### src/rtl/bsg_fifo_credit_tx_pkg.sv
// bsg_fifo_credit_tx_pkg: shared state encoding and credit counter sizing helper
package bsg_fifo_credit_tx_pkg;
    typedef enum logic [1:0] {eIdle, eActive, eError} credit_tx_state_e;
    function automatic int credit_width(int els);
        return $clog2(els + 1);
    endfunction
endpackage

### src/rtl/bsg_fifo_credit_tx_if.sv
// bsg_fifo_credit_tx_if: producer handshake, outgoing link word and returning credit
interface bsg_fifo_credit_tx_if #(parameter int width_p = 16);
    logic               v_i;
    logic               ready_o;
    logic [width_p-1:0] data_i;
    logic               v_o;
    logic [width_p-1:0] data_o;
    logic               credit_i;
    modport master (output v_i, data_i, credit_i, input ready_o, v_o, data_o);
    modport slave  (input v_i, data_i, credit_i, output ready_o, v_o, data_o);
endinterface

### src/rtl/bsg_credit_counter.sv
// bsg_credit_counter: up/down counter saturating at 0 and max_p, flags an up at max with no down
module bsg_credit_counter
    import bsg_fifo_credit_tx_pkg::*;
#(
    parameter int max_p       = 4,
    parameter int reset_val_p = max_p,
    parameter int width_p     = credit_width(max_p)
) (
    input  logic               clk_i,
    input  logic               reset_n_i,
    input  logic               up_i,
    input  logic               down_i,
    output logic [width_p-1:0] count_o,
    output logic [width_p-1:0] count_next_o,
    output logic               overflow_o
);
    localparam logic [width_p-1:0] max_lp   = width_p'(max_p);
    localparam logic [width_p-1:0] reset_lp = width_p'(reset_val_p);
    logic [width_p-1:0] count_q, count_d;
    logic               at_max, at_zero;
    always_comb begin
        at_max     = count_q == max_lp;
        at_zero    = count_q == '0;
        overflow_o = up_i & ~down_i & at_max;
        count_d    = (up_i & ~down_i) ? (at_max ? count_q : count_q + 1'b1)
                   : (down_i & ~up_i) ? (at_zero ? count_q : count_q - 1'b1)
                   : count_q;
    end
    always_ff @(posedge clk_i or negedge reset_n_i)
        if (!reset_n_i) count_q <= reset_lp;
        else            count_q <= count_d;
    assign count_o      = count_q;
    assign count_next_o = count_d;
endmodule

### src/rtl/bsg_fifo_credit_tx.sv
// bsg_fifo_credit_tx: credit-gated link transmitter feeding a remote small FIFO
module bsg_fifo_credit_tx
    import bsg_fifo_credit_tx_pkg::*;
#(
    parameter  int width_p       = 16,
    parameter  int els_p         = 4,
    localparam int lg_credits_lp = credit_width(els_p)
) (
    input  logic                     clk_i,
    input  logic                     reset_n_i,
    bsg_fifo_credit_tx_if.slave      link_if,
    output logic [lg_credits_lp-1:0] credits_o,
    output logic                     idle_o,
    output logic                     error_o
);
    credit_tx_state_e       state_q;
    logic                   v_q;
    logic [width_p-1:0]     data_q;
    logic                   ready, send, overflow;
    logic [lg_credits_lp-1:0] credits_next;
    bsg_credit_counter #(
        .max_p       (els_p),
        .reset_val_p (els_p),
        .width_p     (lg_credits_lp)
    ) counter (
        .clk_i        (clk_i),
        .reset_n_i    (reset_n_i),
        .up_i         (link_if.credit_i),
        .down_i       (send),
        .count_o      (credits_o),
        .count_next_o (credits_next),
        .overflow_o   (overflow)
    );
    // ready comes from registers only, so a credit arriving now helps next cycle
    assign ready = (credits_o != '0) && (state_q != eError);
    assign send  = link_if.v_i & ready;
    always_ff @(posedge clk_i or negedge reset_n_i)
        if (!reset_n_i) begin
            state_q <= eIdle;
            v_q     <= 1'b0;
            data_q  <= '0;
        end else begin
            v_q    <= send;
            data_q <= send ? link_if.data_i : data_q;
            unique case (state_q)
                eIdle:   state_q <= overflow ? eError : send ? eActive : eIdle;
                eActive: state_q <= overflow ? eError
                                  : (credits_next == lg_credits_lp'(els_p)) ? eIdle : eActive;
                default: state_q <= eError;
            endcase
        end
    assign link_if.ready_o = ready;
    assign link_if.v_o     = v_q;
    assign link_if.data_o  = data_q;
    assign idle_o          = state_q == eIdle;
    assign error_o         = state_q == eError;
endmodule

### src/flat_wrapper.sv
// flat-port wrapper written by rule: the top's interface ports become plain ports
module bsg_fifo_credit_tx_flat import bsg_fifo_credit_tx_pkg::*;
#(
    parameter  int width_p       = 16,
    parameter  int els_p         = 4,
    localparam int lg_credits_lp = credit_width(els_p)
)
  (clk_i, reset_n_i, credits_o, idle_o, error_o, link_if_v_i, link_if_data_i, link_if_credit_i, link_if_ready_o, link_if_v_o, link_if_data_o);
  bsg_fifo_credit_tx_if #(.width_p(width_p)) link_if_i ();
  input  logic clk_i;
  input  logic reset_n_i;
  output logic [lg_credits_lp-1:0] credits_o;
  output logic idle_o;
  output logic error_o;
  input wire logic [$bits(link_if_i.v_i)-1:0] link_if_v_i;
  input wire logic [$bits(link_if_i.data_i)-1:0] link_if_data_i;
  input wire logic [$bits(link_if_i.credit_i)-1:0] link_if_credit_i;
  output wire logic [$bits(link_if_i.ready_o)-1:0] link_if_ready_o;
  output wire logic [$bits(link_if_i.v_o)-1:0] link_if_v_o;
  output wire logic [$bits(link_if_i.data_o)-1:0] link_if_data_o;
  assign link_if_i.v_i = link_if_v_i;
  assign link_if_i.data_i = link_if_data_i;
  assign link_if_i.credit_i = link_if_credit_i;
  assign link_if_ready_o = link_if_i.ready_o;
  assign link_if_v_o = link_if_i.v_o;
  assign link_if_data_o = link_if_i.data_o;
  bsg_fifo_credit_tx #(.width_p(width_p), .els_p(els_p)) u_core (.clk_i(clk_i), .reset_n_i(reset_n_i), .link_if(link_if_i), .credits_o(credits_o), .idle_o(idle_o), .error_o(error_o));
endmodule
### config.mk
export PLATFORM = sky130hd
export DESIGN_NAME = bsg_fifo_credit_tx_flat
export DESIGN_NICKNAME = d
export VERILOG_FILES = /design/src/rtl/bsg_fifo_credit_tx_pkg.sv /design/src/rtl/bsg_fifo_credit_tx_if.sv /design/src/rtl/bsg_credit_counter.sv /design/src/rtl/bsg_fifo_credit_tx.sv /design/src/flat_wrapper.sv
export SDC_FILE = /design/constraint.sdc
export NUM_CORES = 1
export LEC_CHECK = 0
export BUFFER_PORTS_ARGS = -buffer_cell sky130_fd_sc_hd__buf_4
export CORE_ASPECT_RATIO = 1.5
export CORE_MARGIN = 3
export CORE_UTILIZATION = 25
export CTS_CLUSTER_SIZE = 40
export DETAILED_ROUTE_END_ITERATION = 16
export SLEW_MARGIN = 40
export SYNTH_ARGS = -nofsm -noshare
export SYNTH_HDL_FRONTEND = slang
export SYNTH_SLANG_ARGS = --single-unit
### constraint.sdc
create_clock -name clk_i -period 2.1 [get_ports clk_i]
set_input_delay 0.42 -clock clk_i [delete_from_list [all_inputs] [get_ports clk_i]]
set_output_delay 0.42 -clock clk_i [all_outputs]
set_load 0.01 [all_outputs]
==> results of run 1 <==
## logic make-up after synthesis
logic type                 Yosys count
DFF                                 22
AOI/OAI and AO/OA                   12
xor gates and xnor gates             1
adders and majority gates            3
buffers and inverters               12
and+or+nand+nor                     70
## report_power, final
group	leakage (nW)	internal, mW	switching (mW)
sequential	0.271	0.631	0.146
clock	0.0228	0.135	0.126
combinational	0.483	0.528	0.576
total	0.777	1.29	0.848
## final timing paths
path	startpoint	endpoint	slack (ps)	cells after the start
worst max-delay path	u_core.counter.count_o[1]	link_if_ready_o	170	5
worst min-delay path	reset_n_i	u_core.link_if.data_o[13]	40	1
worst max register to register	u_core.counter.count_o[1]	u_core.state_q[0]	290	7
worst min register to register	u_core.link_if.data_o[10]	u_core.link_if.data_o[10]	480	2
max in group asynchronous	reset_n_i	u_core.counter.count_o[2]	1780	1
min in group clk_i	link_if_data_i[10]	u_core.link_if.data_o[10]	350	3
## final cells by class
cell class              instances  share of cell area
well taps                      45             0.03859
inverters                       7             0.01973
flip-flops and latches         22              0.3782
repair buffers                 44              0.2264
clock buffers                   4             0.03087
multi-input cells              86              0.3062
## routing by layer
layer | share of wire | GRT usage
met3 | 0.088 | 0.02711
met4 | 0 | 0.03093
met2 | 0.48 | 0.1781
met5 | 0 | 0
met1 | 0.44 | 0.1533
## worst register-to-register path, cell delays in order, from the launching register on
cell and delay, ps:
dfrtp_1 430, inv_1 100, ha_1 270, nor2b_1 180
o41ai_2 210, o32ai_1 150, o31ai_1 290, nand2_1 70
## stage by stage
stage,cells,utilization,cell area [µm²],setup WS [ps],power [mW]
after floorplan,120,-,1057,453.7,1.404
after global placement,204,0.3540,1414,325.6,1.900
after detailed placement,204,0.3540,1414,284.1,1.910
after CTS,208,0.3653,1459,167.5,2.181
after global routing,208,0.3653,1459,41.53,2.340
final,208,0.3653,1459,165.8,2.142
## sequential cells by signal, indices dropped and copies added (netlist names)
register and cells:
u_core.link_if.data_o 16, u_core.counter.count_o 3, u_core.state_q 2, u_core.link_if.v_o 1
## layout by cell type, fill, tap and decap left out, types with 2 or more instances in the layout
| master | n |
|---|---|
| a41o_1 | 2 |
| inv_1 | 5 |
| nand2_1 | 51 |
| nand2b_1 | 3 |
| ha_1 | 3 |
| nor4_1 | 2 |
| a31oi_1 | 2 |
| nand3_1 | 4 |
| nor2_1 | 5 |
| clkbuf_8 | 3 |
| buf_4 | 44 |
| dfrtp_1 | 21 |
==> summary.txt, run 1 <==
Synth cell types - 30
Largest family of logic cells by synthesized area - simple AND/OR/NAND/NOR gates
Core ar. - 3994 µm²
Pwr/cell area - 1468 nW/µm²
Simple-gate share of the synthesized area - 0.2781
Largest net degree at the start of global routing - 23
Buf+Inv Stages, Crit Path - 2
Routed Wire Length - 2.655 mm
Rel. slew slack - 0.7459
Routed vias - 962
Diode count - 0
Area share of the largest cell type after synthesis - 0.4970
IO Port Bufs - 42
Mapped Nets - 143
Detail Route Antenna Nets - 0
Remaining DRCs - 0
Max-slew violations - 0
Fin crit period - 1934 ps
Hold Path Class - in -> async
Area grow syn2layout - 37.99%
Leakage - 0.7765 nW
Cts bufs inserted - 3
Slowest cell on the critical path - dfrtp_1
Post-CTS Setup Inserts - 0
First-pass GRT wire length - 4.547 mm
Outcome - completed
Synth warn - 0
Syn Inst Count - 120
Synth Cell Area - 1057 µm²
Kind of critical path - reg -> out
Cell Chain, Critical Path - inv_1 -> ha_1 -> nor2b_1 -> nor2_1 -> buf_4
# resized after CTS - 0
Multi-input gate area - 446.7 µm²
CTS tree - built
Starting Density - 0.2647
Clock Latency Late Sink - 250 ps
Placer's final routability congestion estimate - 0.8771
DRT iter0 DRCs - 34
GRT Util Overall - 0.1130
Clock buffer depth - 2
Setup total negative slack - 0 ps
Router iterations before antenna repair - 4
Peak VDD IR - 724.7 µV
Synth Area in Compound Gates - 0.1006
Average routed wire per standard cell - 12.76 µm
Crit. End Element - output pin
Worst Path Required - 1680 ps
Rows - 28
Yosys reg bits - 22
Share of cells above drive strength 1 - 0.3129
Root Driver - clkbuf_8
Synth cell count leaders - nand2_1, dfrtp_1, inv_1, nor2_1, nand3_1
CP max FO - 7
Least-Margin Pin Slew - 377.7 ps
Synth Area in XOR/XNOR - 0.008284
Register area - 551.8 µm²
Syn Area/Cell - 8.811 µm²
Hold Worst Slack - 40.75 ps
Initial antenna violation count - 0
Post-Synth Adder-Cell Area - 0.03550
Final nets - 187
Top_reg_cell synth - dfrtp_1
Worst-path clk slew - 80 ps
Most numerous cell in the Yosys netlist - nand2_1
Fmax - 0.5170 GHz
Final Hold Fails - 0
Fin Clk Skew - 3.398 ps
Crit path DAT - 1510 ps
CTS H-tree depth - 1
Grt ovf - 0
Ranking of synthesized cells by area - dfrtp_1, nand2_1, ha_1
CP top delay family - flip-flops
Share of async-settable or async-resettable flops after synthesis - 1.000
Io pins - 43
Post-synth top area cell - dfrtp_1
Vert. Die Dim - 85.65 µm
Multiplexer area fraction after synthesis - 0
Detailed placer's ending HPWL - 2.067 mm
CTS Hold Bufs - 0
Critical path launch point type - register
Max Cap Viol - 0
Post-synthesis sequential area ratio - 0.5219
Vias in the first global route - 1004
CTS sink cnt - 22
RSZ-0062 raised after global routing - no
Die X - 59.10 µm
# fillers - 447
Via density - 4.625
Final cycle utilization of the critical path - 0.9211
Die Footprint - 5061 µm²
Number of flops mapped to enable cells by yosys - 0
CP peak stage delay - 430 ps
Final setup vio count - 0
Power figures use the tool's default switching activity.
==> run 2: changes to the inputs <==
==> constraint.sdc (replaced) <==
create_clock -name clk_i -period 1.9 [get_ports clk_i]
set_input_delay 0.38 -clock clk_i [delete_from_list [all_inputs] [get_ports clk_i]]
set_output_delay 0.38 -clock clk_i [all_outputs]
set_load 0.01 [all_outputs]
==> summary.txt, run 2 (synthesis gave the netlist of run 1 again) <==
Outcome - completed
CTS tree - built
Least-Margin Pin Slew - 356.3 ps
Most common cell after layout, fill and taps aside - nand2_1
Placer's final routability congestion estimate - 0.9576
Clock buffer depth - 2
Fin Clk Skew - 2.343 ps
Critical path launch point type - register
Hold Path Class - in -> async
CTS sink cnt - 22
Starting Density - 0.2647
# fillers - 447
Routed Wire Length - 2.611 mm
Rel. slew slack - 0.7603
Core ar. - 3994 µm²
Post-CTS Setup Inserts - 0
Rows - 28
Via density - 4.667
Met1 Routed Length - 1.122 mm
Worst-path clk slew - 80 ps
Dpl cell area - 1419 µm²
GRT Util Overall - 0.1065
Detailed placer's ending HPWL - 1.995 mm
RSZ-0062 raised after global routing - no
Remaining DRCs - 0
Die Footprint - 5061 µm²
Kind of critical path - reg -> out
Peak VDD IR - 878.1 µV
Die X - 59.10 µm
Share of cells above drive strength 1 - 0.3210
Final Non-Filler Cells - 207
Final setup vio count - 0
Routed length on met2 - 1.283 mm
Crit path DAT - 1380 ps
Final nets - 186
Leakage - 0.7797 nW
Root Driver - clkbuf_8
Top Layer Used - met3
Final cycle utilization of the critical path - 0.9268
Post-Place Worst Slack - 126.6 ps
Router iterations before antenna repair - 4
Crit. End Element - output pin
Diode count - 0
Max-slew violations - 0
Grt ovf - 0
Worst Path Required - 1520 ps
Setup ws final - 139.1 ps
First-pass GRT wire length - 4.340 mm
Final Hold Fails - 0
Reg-to-Reg Start - u_core.counter.count_o[1]
Critical R2R Capture - u_core.state_q[0]
Vert. Die Dim - 85.65 µm
Io pins - 43
Final Cell Area - 1479 µm²
Max Cap Viol - 0
Cts bufs inserted - 3
Area grow syn2layout - 39.88%
CTS H-tree depth - 1
Placed Cells incl. Taps - 203
Routed wl met3 - 205 µm
Most frequent cells in the layout - nand2_1, buf_4, dfrtp_1, inv_1, nor2_1
Max reg flops - 16
R2r worst-path depth - 7
Vias in the first global route - 978
DRT iter0 DRCs - 53
Setup total negative slack - 0 ps
Routed vias - 966
Average routed wire per standard cell - 12.61 µm
IO Port Bufs - 42
Fin crit period - 1761 ps
Pwr/cell area - 1634 nW/µm²
Clock Latency Late Sink - 250 ps
Minimum setup slack among reg-to-reg paths - 200 ps
Fmax - 0.5679 GHz
Initial antenna violation count - 0
Hold Worst Slack - 1.032 ps
Detail Route Antenna Nets - 0
CP max FO - 7
Largest net degree at the start of global routing - 23
==> run 2: cell count changes in the layout (fill, tap and decap cells not counted) <==
cell     delta
buf_4       -2
buf_12      +1
ha_1        -1
ha_4        +1
nor2b_1     -1
nor2b_2     +1
==> run 2: what timing repair did <==
item	4_1_cts	5_1_grt
resized for setup	1	2
hold buffers	0	0
setup endpoints to repair	1	2
==> run 2: per-stage QoR <==
stage          total power [mW]    util
2_1_floorplan             1.552       -
3_3_place_gp              2.113  0.3553
3_5_place_dp              2.117  0.3553
4_1_cts                   2.425  0.3672
5_1_grt                   2.617  0.3703
6_report                  2.416  0.3703
==> run 2: report_power, final <==
group	switching [mW]	leakage, nW	internal, mW
clock network	0.140	0.0228	0.149
logic	0.643	0.486	0.622
registers	0.166	0.271	0.698
==> run 2: worst max path at each step <==
| stage | from | to | slack (ps) |
|---|---|---|---|
| 3_3_place_gp | u_core.counter.count_o[1] | u_core.state_q[0] | 170 |
| 4_1_cts | u_core.counter.count_o[1] | link_if_ready_o | 40 |
| 5_1_grt | u_core.counter.count_o[1] | u_core.state_q[0] | 10 |
| 6_report | u_core.counter.count_o[1] | link_if_ready_o | 140 |
| 3_5_place_dp | u_core.counter.count_o[1] | u_core.state_q[0] | 130 |
| 2_1_floorplan | u_core.counter.count_o[0] | u_core.state_q[0] | 250 |
==> run 2: final cells by class <==
class,count,area (µm²),area share
clock buffers,4,45.04,0.03046
inverters,7,28.78,0.01946
multi-input cells,86,461.7,0.3122
flip-flops and latches,22,551.8,0.3731
well taps,45,56.30,0.03807
repair buffers,43,335.3,0.2267
==> run 2: worst max-delay path: stages (launching register included) <==
cell and delay, ps:
dfrtp_1 430, inv_1 150, ha_4 180, nor2b_2 180, nor2_1 50, buf_4 140
==> run 2: routing by layer <==
metal / vias up / track usage
met3: 0 / 0.01958
met5: - / 0
met4: 0 / 0.03299
met1: 447 / 0.1367
li1: 477 / -
met2: 42 / 0.1781
